[src/rtl/alu_resp_monitor_if.sv]
// Shared bus between the ALU stimulus side and alu_resp_monitor.
// Stimulus drives beat/clear as master; the monitor returns ready, statistics and error capture.
interface alu_resp_monitor_if #(
  parameter int CNT_W = 16
);
  // Handshake: a beat transfers on a rising edge where in_valid && in_ready are both 1; in_valid
  // may rise freely, and a beat offered while in_ready=0 is simply not taken.
  logic             clear;
  logic             in_valid;
  logic             in_ready;
  logic [7:0]       a;
  logic [7:0]       b;
  logic [3:0]       sel;
  logic [7:0]       alu_out;
  logic             carry_out;
  logic [CNT_W-1:0] pass_cnt;
  logic [CNT_W-1:0] fail_cnt;
  logic             err_flag;
  logic [3:0]       err_sel;
  logic [7:0]       err_a;
  logic [7:0]       err_b;
  logic [8:0]       err_exp;
  logic [8:0]       err_got;
  logic             busy;
  logic [1:0]       dbg_state;

  modport master (
    output clear, in_valid, a, b, sel, alu_out, carry_out,
    input  in_ready, pass_cnt, fail_cnt, err_flag, err_sel, err_a, err_b,
           err_exp, err_got, busy, dbg_state
  );

  modport slave (
    input  clear, in_valid, a, b, sel, alu_out, carry_out,
    output in_ready, pass_cnt, fail_cnt, err_flag, err_sel, err_a, err_b,
           err_exp, err_got, busy, dbg_state
  );
endinterface

[src/rtl/alu_resp_monitor.sv]
// Response monitor for the 8-bit ALU: recomputes each beat, counts pass/fail, captures first error.
// Optional macro ALU_MON_STOP_ON_ERR_EN: halt intake (in_ready=0) after the first mismatch until clear.
module alu_resp_monitor #(
  parameter int CNT_W = 16
) (
  input logic             clk,
  input logic             rst_n,
  alu_resp_monitor_if.slave bus
);

`ifdef ALU_MON_STOP_ON_ERR_EN
  localparam bit STOP_ON_ERR = 1'b1;
`else
  localparam bit STOP_ON_ERR = 1'b0;
`endif

  typedef enum logic [1:0] {
    ST_IDLE  = 2'd0,
    ST_CHECK = 2'd1,
    ST_HALT  = 2'd2
  } state_t;

  state_t           r_state;
  state_t           w_state_nxt;

  logic             r_vld;
  logic [7:0]       r_a;
  logic [7:0]       r_b;
  logic [3:0]       r_sel;
  logic [8:0]       r_got;

  logic [CNT_W-1:0] r_pass_cnt;
  logic [CNT_W-1:0] r_fail_cnt;
  logic             r_err_flag;
  logic [3:0]       r_err_sel;
  logic [7:0]       r_err_a;
  logic [7:0]       r_err_b;
  logic [8:0]       r_err_exp;
  logic [8:0]       r_err_got;

  logic             w_ready;
  logic             w_accept;
  logic [8:0]       w_sum;
  logic [15:0]      w_prod;
  logic [7:0]       w_res;
  logic [8:0]       w_exp;
  logic             w_mismatch;

  assign w_ready  = (r_state != ST_HALT);
  assign w_accept = bus.in_valid && w_ready;

  // Reference model on the captured operands; carry is always the adder carry.
  assign w_sum  = {1'b0, r_a} + {1'b0, r_b};
  assign w_prod = {8'd0, r_a} * {8'd0, r_b};

  always_comb begin
    w_res = 8'h00;
    case (r_sel)
      4'd0:  w_res = w_sum[7:0];
      4'd1:  w_res = r_a - r_b;
      4'd2:  w_res = w_prod[7:0];
      4'd3:  w_res = (r_b == 8'h00) ? 8'h00 : (r_a / r_b);
      4'd4:  w_res = {r_a[6:0], 1'b0};
      4'd5:  w_res = {1'b0, r_a[7:1]};
      4'd6:  w_res = {r_a[6:0], r_a[7]};
      4'd7:  w_res = {r_a[0], r_a[7:1]};
      4'd8:  w_res = r_a & r_b;
      4'd9:  w_res = r_a | r_b;
      4'd10: w_res = r_a ^ r_b;
      4'd11: w_res = ~(r_a | r_b);
      4'd12: w_res = ~(r_a & r_b);
      4'd13: w_res = ~(r_a ^ r_b);
      4'd14: w_res = {7'd0, (r_a > r_b)};
      4'd15: w_res = {7'd0, (r_a == r_b)};
      default: w_res = 8'h00;
    endcase
  end

  assign w_exp      = {w_sum[8], w_res};
  assign w_mismatch = r_vld && (w_exp != r_got);

  always_comb begin
    w_state_nxt = r_state;
    if (bus.clear) begin
      w_state_nxt = ST_IDLE;
    end else begin
      case (r_state)
        ST_IDLE:  if (w_accept) w_state_nxt = ST_CHECK;
        ST_CHECK: begin
          if (STOP_ON_ERR && w_mismatch) w_state_nxt = ST_HALT;
          else if (w_accept)             w_state_nxt = ST_CHECK;
          else                           w_state_nxt = ST_IDLE;
        end
        ST_HALT:  w_state_nxt = ST_HALT;
        default:  w_state_nxt = ST_IDLE;
      endcase
    end
  end

  always_ff @(posedge clk or negedge rst_n) begin
    if (!rst_n) r_state <= ST_IDLE;
    else        r_state <= w_state_nxt;
  end

  // Compare stage and statistics; clear wins over a compare completing in the same cycle.
  always_ff @(posedge clk or negedge rst_n) begin
    if (!rst_n) begin
      r_vld      <= 1'b0;
      r_a        <= 8'h00;
      r_b        <= 8'h00;
      r_sel      <= 4'h0;
      r_got      <= 9'h000;
      r_pass_cnt <= '0;
      r_fail_cnt <= '0;
      r_err_flag <= 1'b0;
      r_err_sel  <= 4'h0;
      r_err_a    <= 8'h00;
      r_err_b    <= 8'h00;
      r_err_exp  <= 9'h000;
      r_err_got  <= 9'h000;
    end else if (bus.clear) begin
      r_vld      <= 1'b0;
      r_pass_cnt <= '0;
      r_fail_cnt <= '0;
      r_err_flag <= 1'b0;
      r_err_sel  <= 4'h0;
      r_err_a    <= 8'h00;
      r_err_b    <= 8'h00;
      r_err_exp  <= 9'h000;
      r_err_got  <= 9'h000;
    end else begin
      r_vld <= w_accept;
      if (w_accept) begin
        r_a   <= bus.a;
        r_b   <= bus.b;
        r_sel <= bus.sel;
        r_got <= {bus.carry_out, bus.alu_out};
      end
      if (r_vld) begin
        if (!w_mismatch) begin
          if (r_pass_cnt != '1) r_pass_cnt <= r_pass_cnt + 1'b1;
        end else begin
          if (r_fail_cnt != '1) r_fail_cnt <= r_fail_cnt + 1'b1;
          if (!r_err_flag) begin
            r_err_flag <= 1'b1;
            r_err_sel  <= r_sel;
            r_err_a    <= r_a;
            r_err_b    <= r_b;
            r_err_exp  <= w_exp;
            r_err_got  <= r_got;
          end
        end
      end
    end
  end

  assign bus.in_ready  = w_ready;
  assign bus.busy      = r_vld;
  assign bus.pass_cnt  = r_pass_cnt;
  assign bus.fail_cnt  = r_fail_cnt;
  assign bus.err_flag  = r_err_flag;
  assign bus.err_sel   = r_err_sel;
  assign bus.err_a     = r_err_a;
  assign bus.err_b     = r_err_b;
  assign bus.err_exp   = r_err_exp;
  assign bus.err_got   = r_err_got;
  assign bus.dbg_state = r_state;

endmodule

[src/flat_wrapper.sv]
// flat-port wrapper written by rule: the top's interface ports become plain ports
module alu_resp_monitor_flat 
#(
  parameter int CNT_W = 16
)
  (clk, rst_n, bus_clear, bus_in_valid, bus_a, bus_b, bus_sel, bus_alu_out, bus_carry_out, bus_in_ready, bus_pass_cnt, bus_fail_cnt, bus_err_flag, bus_err_sel, bus_err_a, bus_err_b, bus_err_exp, bus_err_got, bus_busy, bus_dbg_state);
  alu_resp_monitor_if #(.CNT_W(CNT_W)) bus_i ();
  input logic clk;
  input logic rst_n;
  input wire logic [$bits(bus_i.clear)-1:0] bus_clear;
  input wire logic [$bits(bus_i.in_valid)-1:0] bus_in_valid;
  input wire logic [$bits(bus_i.a)-1:0] bus_a;
  input wire logic [$bits(bus_i.b)-1:0] bus_b;
  input wire logic [$bits(bus_i.sel)-1:0] bus_sel;
  input wire logic [$bits(bus_i.alu_out)-1:0] bus_alu_out;
  input wire logic [$bits(bus_i.carry_out)-1:0] bus_carry_out;
  output wire logic [$bits(bus_i.in_ready)-1:0] bus_in_ready;
  output wire logic [$bits(bus_i.pass_cnt)-1:0] bus_pass_cnt;
  output wire logic [$bits(bus_i.fail_cnt)-1:0] bus_fail_cnt;
  output wire logic [$bits(bus_i.err_flag)-1:0] bus_err_flag;
  output wire logic [$bits(bus_i.err_sel)-1:0] bus_err_sel;
  output wire logic [$bits(bus_i.err_a)-1:0] bus_err_a;
  output wire logic [$bits(bus_i.err_b)-1:0] bus_err_b;
  output wire logic [$bits(bus_i.err_exp)-1:0] bus_err_exp;
  output wire logic [$bits(bus_i.err_got)-1:0] bus_err_got;
  output wire logic [$bits(bus_i.busy)-1:0] bus_busy;
  output wire logic [$bits(bus_i.dbg_state)-1:0] bus_dbg_state;
  assign bus_i.clear = bus_clear;
  assign bus_i.in_valid = bus_in_valid;
  assign bus_i.a = bus_a;
  assign bus_i.b = bus_b;
  assign bus_i.sel = bus_sel;
  assign bus_i.alu_out = bus_alu_out;
  assign bus_i.carry_out = bus_carry_out;
  assign bus_in_ready = bus_i.in_ready;
  assign bus_pass_cnt = bus_i.pass_cnt;
  assign bus_fail_cnt = bus_i.fail_cnt;
  assign bus_err_flag = bus_i.err_flag;
  assign bus_err_sel = bus_i.err_sel;
  assign bus_err_a = bus_i.err_a;
  assign bus_err_b = bus_i.err_b;
  assign bus_err_exp = bus_i.err_exp;
  assign bus_err_got = bus_i.err_got;
  assign bus_busy = bus_i.busy;
  assign bus_dbg_state = bus_i.dbg_state;
  alu_resp_monitor #(.CNT_W(CNT_W)) u_core (.clk(clk), .rst_n(rst_n), .bus(bus_i));
endmodule
[config.mk]
export PLATFORM = sky130hd
export DESIGN_NAME = alu_resp_monitor_flat
export DESIGN_NICKNAME = d
export VERILOG_FILES = /design/src/rtl/alu_resp_monitor_if.sv /design/src/rtl/alu_resp_monitor.sv /design/src/flat_wrapper.sv
export SDC_FILE = /design/constraint.sdc
export NUM_CORES = 1
export LEC_CHECK = 0
export CAP_MARGIN = 10
export CELL_PAD_IN_SITES_DETAIL_PLACEMENT = 1
export CELL_PAD_IN_SITES_GLOBAL_PLACEMENT = 2
export CORE_UTILIZATION = 36
export CTS_CLUSTER_SIZE = 24
export DETAILED_ROUTE_END_ITERATION = 12
export DONT_BUFFER_PORTS = 1
export PLACE_DENSITY = 0.78
export SYNTH_ARGS = -nofsm -noshare
export SYNTH_HDL_FRONTEND = slang
export SYNTH_SLANG_ARGS = --single-unit
[constraint.sdc]
create_clock -name clk -period 12.2 [get_ports clk]
set_input_delay 2.44 -clock clk [delete_from_list [all_inputs] [get_ports clk]]
set_output_delay 2.44 -clock clk [all_outputs]
set_load 0.005 [all_outputs]
==> flow_metrics.env <==
export IMPL_status="finished, final reports clean"
export IMPL_n_fill_cell=2761
export IMPL_synth_edf_count=0
export IMPL_hold_buffers=0
export IMPL_routed_via_density=5.65
export IMPL_drcViolationCount=0
export IMPL_synth_top_area_share_pct=30.0
export IMPL_grt_overflow=0
export IMPL_path_class="flop to flop"
export IMPL_synth_main_ff_cell="dfrtp_1"
export IMPL_clkSinkCount=103
export IMPL_grt_start_max_net_pins=104
export IMPL_antenna_found_initial=0
export IMPL_gp_congestion=0.857
export IMPL_yosys_cell_types_count=77
export IMPL_finalSetupViolCount=0
export IMPL_synth_avg_cell_area_sq_um=8.83
export IMPL_finClkSkew_ps=18.5
export IMPL_syn_inst=973
export IMPL_arrival_ps=11970
export IMPL_final_cells=1308
export IMPL_critical_path_most_common_cell="ha_1"
export IMPL_final_hold_viol_count=0
export IMPL_wl_per_cell_um=22.1
export IMPL_hold_start="u_core.bus.dbg_state[1]"
export IMPL_clk_latency_ps=380
export IMPL_die_area_sq_um=24500
export IMPL_report_final_slew_viol_count=0
export IMPL_comb_power_share_pct=55.5
export IMPL_r2r_start="u_core.r_b[6]"
export IMPL_postSynth_asyncResetShare_pct=100
export IMPL_grt_pass1_vias=7485
export IMPL_n_antenna_cell=0
export IMPL_ctsHtreeMaxLevel=3
export IMPL_finalInstanceArea_sq_um=9690
export IMPL_worst_slew_pin_slew_ps=1140
export IMPL_cts_tree="built"
export IMPL_post_route_period_util_pct=95.8
export IMPL_max_slew_margin_pct=22.0
export IMPL_switchingPower_mw=0.706
export IMPL_die_y_um=156
export IMPL_ys_warn_count=0
export IMPL_r2r_cells=57
export IMPL_synth_area_top_cells="dfrtp_1 30%, ha_1 12%, mux2i_1 4.9%, nor2_1 4.7%, a21oi_1 3.6%"
export IMPL_numPortBuffers=0
export IMPL_syn_cell_area_sq_um=8590
export IMPL_num_rows=56
export IMPL_hold_path_end="u_core.bus.dbg_state[0]"
export IMPL_place_hpwl_mm=20.3
export IMPL_power_density_nw_per_um2=167
export IMPL_postRouteAntennaNets=0
export IMPL_core_area_sq_um=23400
export IMPL_drive_gt1_share_pct=13.3
export IMPL_seq_power_share_pct=24.3
export IMPL_cts_buffers_inserted=9
export IMPL_die_w_um=156
export IMPL_intPower_mw=0.917
export IMPL_drt_first_pass_iters=5
export IMPL_cap_violations=0
export IMPL_placedCellCount=1273
export IMPL_required_ps=12490
export IMPL_synth_seq_cells=103
export IMPL_p_clk_share_pct=20.3
export IMPL_vias=7387
export IMPL_synth_area_leader_cell="dfrtp_1"
export IMPL_cts_root_buf="clkbuf_16"
export IMPL_ios=108
export IMPL_cts_buffer_depth=2
export IMPL_power_switching_share_pct=43.5
export IMPL_grt_use_total_pct=23.8
export IMPL_area_growth_pct=12.8
export IMPL_crit_path_end_kind="flop"
export IMPL_clk_pin_slew_ps=90
export IMPL_cp_start_kind="flop"
export IMPL_syn_num_nets=1101
export IMPL_irDropWorstVdd_uv=75.3
export IMPL_utilization_pct=41.4
export IMPL_drt_total_wl_mm=28.9
export IMPL_hold_slack_ps=502
export IMPL_drtIter0Drc=341
export IMPL_multi_input_comb_area_sq_um=5730
export IMPL_fmax_mhz=85.6
export IMPL_start_util_pct=36.7
export IMPL_crit_path_top_delay_cell="or4_4"
export IMPL_slowest_delay_ps=580
export IMPL_r2r_end="u_core.bus.pass_cnt[5]"
export IMPL_crit_fanout=8
export IMPL_p_leak_nw=4.21
export IMPL_synth_seq_area_share_pct=30.0
export IMPL_min_path_type="flop to flop"
export IMPL_power_mw=1.62
export IMPL_reg2reg_slack_ps=520
export IMPL_final_seq_area_sq_um=2580
export IMPL_worstHoldPathCells=1
export IMPL_nNetsFinal=1112
export IMPL_period_minus_slack_ps=11680
export IMPL_grt_first_pass_wirelength_mm=44.2
export IMPL_placed_area_sq_um=9040
==> metrics by stage <==
stage | setup WS [ps] | TNS, ps
2_1_floorplan | 89.1 | 0
3_3_place_gp | -302 | -4160
3_5_place_dp | -808 | -34970
4_1_cts | 38.2 | 0
5_1_grt | -91.6 | -275
6_report | 517 | 0
==> power by group through the flow <==
stage	logic (mW)	registers, mW	clock network [mW]
6_report	0.900	0.394	0.329
3_5_place_dp	0.815	0.400	0
3_3_place_gp	0.798	0.399	0
5_1_grt	0.989	0.396	0.345
4_1_cts	0.841	0.394	0.332
2_1_floorplan	0.600	0.393	0
==> cells in the final DEF, fill, tap and decap left out, types with 4 or more instances in the layout <==
cell type,n
nor3_1,20
or4_1,12
o21ai_2,5
nor2b_1,10
and2_1,4
dfrtp_1,103
and3_1,12
o22ai_1,6
a21o_1,10
a211oi_1,5
o21ai_0,39
a21oi_2,5
nor4_1,5
nand3_1,23
o21bai_1,4
nand4_1,14
clkbuf_16,11
xor2_1,18
o31ai_1,14
nand2_1,70
nor3b_1,5
buf_4,45
o21a_1,11
mux2_1,5
mux2i_1,42
ha_1,80
o21ai_1,6
mux2_2,26
nand2b_1,16
a31oi_1,4
fa_1,14
nor2_1,107
inv_1,61
a21oi_1,56
xnor2_1,29
or3_1,8
==> Yosys cell counts (4+ instances only) <==
master	instances
nand2b_1	16
xor2_1	18
nor2b_1	10
a21o_1	10
o21ai_1	5
fa_1	14
a21oi_1	61
a211oi_1	6
o21ai_0	45
mux2_1	5
nor4_2	4
ha_1	81
o21bai_1	4
inv_1	61
nor3b_1	5
buf_1	5
nand2_1	70
buf_2	7
o31ai_1	16
o22ai_1	6
or4_1	12
mux2_2	26
dfrtp_1	103
mux2i_1	42
clkbuf_1	35
o21a_1	11
and3_1	14
nor2_1	107
a31oi_1	5
or3_1	8
nand3_1	23
and2_1	4
xnor2_1	29
nor4_1	7
nor3_1	21
nand4_1	14
==> worst max-delay path by stage <==
| stage | cells after the start | from | end | slack [ps] |
|---|---|---|---|---|
| floorplan | 56 | u_core.r_b[4] | u_core.bus.fail_cnt[7] | 90 |
| global placement | 55 | u_core.r_b[4] | u_core.bus.fail_cnt[7] | -300 |
| detailed placement | 56 | u_core.r_b[4] | u_core.bus.pass_cnt[15] | -810 |
| CTS | 56 | u_core.r_b[4] | u_core.bus.pass_cnt[15] | 40 |
| global route | 57 | u_core.r_b[6] | u_core.bus.pass_cnt[5] | -90 |
| finish | 57 | u_core.r_b[6] | u_core.bus.pass_cnt[5] | 520 |
==> cells by family after synthesis <==
logic type | count (synthesis) | share of synthesized area, %
and+or+nand+nor | 326 | 18.8
AOI/OAI and AO/OA | 215 | 16.7
buffers and inverters | 112 | 5.17
DFF | 103 | 30.0
adders and majority gates | 95 | 15.1
muxes | 73 | 8.96
xor gates and xnor gates | 49 | 5.32
==> worst max-delay path: cells and delay by family, from the launching register on <==
kind                       cells  cell delay (ps)
AOI/OAI and AO/OA             22             3540
and+or+nand+nor               18             3330
adders and majority gates      7             2020
muxes                          3             1060
buffers and inverters          6             1050
DFF                            1              400
xor gates and xnor gates       1              160
==> area by class of cell <==
type                    instances  area share (%)
repair buffers                 50            4.53
multi-input cells             758            59.1
clock inverters                 7           0.917
clock buffers                   9            2.32
flip-flops and latches        103            26.6
inverters                      62            2.40
well taps                     319            4.12
==> registers in the layout, summed over array words and instances (netlist names), 2 cells and up <==
register / cells
u_core.r_b: 8
u_core.r_got: 9
u_core.bus.fail_cnt: 16
u_core.bus.err_sel: 4
u_core.bus.err_b: 8
u_core.bus.dbg_state: 2
u_core.bus.err_exp: 9
u_core.r_a: 8
u_core.bus.err_a: 8
u_core.r_sel: 4
u_core.bus.pass_cnt: 16
u_core.bus.err_got: 9
==> repair_timing <==
action                     CTS  global route
setup buffers                3            14
resized for setup           11            26
cloned                       0             2
pin swaps                    4            16
setup endpoints to repair   71            71
==> per-layer routing <==
layer  GRT usage [%]  vias to the layer above  routed length (um)
met5               0                        -                   0
met4            6.68                        0                 623
met3            4.32                       37                1340
met2            39.8                      151               14100
met1            31.4                     3713               12800
li1                -                     3486                   -
Power figures use the tool's default switching activity.
==> RTL change: new RTL, same settings <==
Add a define of `ALU_MON_STOP_ON_ERR_EN`.
--- a/src/rtl/alu_resp_monitor.sv
+++ b/src/rtl/alu_resp_monitor.sv
@@ -1,5 +1,7 @@
 // Response monitor for the 8-bit ALU: recomputes each beat, counts pass/fail, captures first error.
 // Optional macro ALU_MON_STOP_ON_ERR_EN: halt intake (in_ready=0) after the first mismatch until clear.
+`define ALU_MON_STOP_ON_ERR_EN
+
 module alu_resp_monitor #(
   parameter int CNT_W = 16
 ) (
Behaviour: not the same (Yosys sat finds a counterexample within 4 cycles, from zero or initial values and one cycle with rst_n low).
==> RTL change against the unedited design <==
Non-clock buffer count grew 34; design area increased by 4.6%; critical path depth decreased by 2; worst setup slack got worse by 0.21 ns; synthesized cell count grew 0.82%; sequential cell count unchanged; wire length rose by 7.1%; clock power is 12% lower; power up 17%; synthesized area rose by 1.5%; highest routed layer unchanged.
==> RTL change: results (changes against the unedited design) <==
| Metric | Value |
|---|---|
| Critical Path AT | `12.14 ns (was 11.97 ns)` |
| Synth Area in XOR/XNOR | `4.635% (was 5.318%)` |
| Placed insts | `1299 (was 1273)` |
| Slew HR | `50.98% (was 22.02%)` |
| Fillers | `2718 (was 2761)` |
| Final nets | `1146 (was 1112)` |
| First-pass GRT wire length | `45.60 mm (was 44.19 mm)` |
| Syn Area/Cell | `8.888 sq um (was 8.827 sq um)` |
| Reg-to-Reg End | `u_core.bus.err_exp[6] (was u_core.bus.pass_cnt[5])` |
| Multi-input combinational area share | `58.51% (was 59.11%)` |
| FFs & Latches | `103 (unchanged)` |
| Netlist cell types | `82 (was 77)` |
| Clock power frac | `15.3% (was 20.3%)` |
| Non-clock buffer count in the final layout | `84 (was 50)` |
| Crit path max fanout | `19 (was 8)` |
| Commonest cells in the netlist | `dfrtp_1, ha_1, nor2_1 (was nor2_1, dfrtp_1, ha_1)` |
| Outcome | `complete, no violations (unchanged)` |
| Sequential fraction of total cell area | `25.42% (was 26.59%)` |
| Via Count | `8008 (was 7387)` |
| Flop2flop setup slack | `0.31 ns (was 0.52 ns)` |
| Placer Congestion | `0.9038 (was 0.8572)` |
| Fraction of area in clock buffers and inverters | `2.764% (was 3.240%)` |
| Met2 wire length | `13.93 mm (was 14.11 mm)` |
| Initial DRC count | `514 (was 341)` |
| Drt via density | `5.972 (was 5.648)` |
| Worst vdd ir | `0.1109 mV (was 0.07533 mV)` |
| Seq/Total Area, Yosys | `29.56% (was 30.01%)` |
## RTL change: stage by stage
stage / hold slack, ns / cell area (sq um) / setup TNS [ns] / power (mW) / worst slack (ns)
global placement: 0.4885 / 9333 / -6.489 / 1.420 / -0.1870
CTS: 0.4955 / 9714 / 0 / 1.765 / 0.03408
detailed placement: 0.5010 / 9333 / -35.54 / 1.437 / -0.6455
floorplan: 0.4706 / 8741 / 0 / 1.130 / 0.006711
global route: 0.5246 / 10140 / -6.172 / 2.028 / -0.1515
finish: 0.5005 / 10140 / 0 / 1.898 / 0.3069
## RTL change: what timing repair did
item,CTS,global route
cloned,1,6
resized for setup,9,48
pin swaps,3,7
buffers inserted,6,14
endpoints found under the setup margin,73,73
## RTL change: layer usage
layer / track usage, % / vias to the layer above
li1: - / 3679
met1: 34.22 / 4093
met2: 38.01 / 201
met3: 3.230 / 35
met4: 6.288 / 0
met5: 0 / -
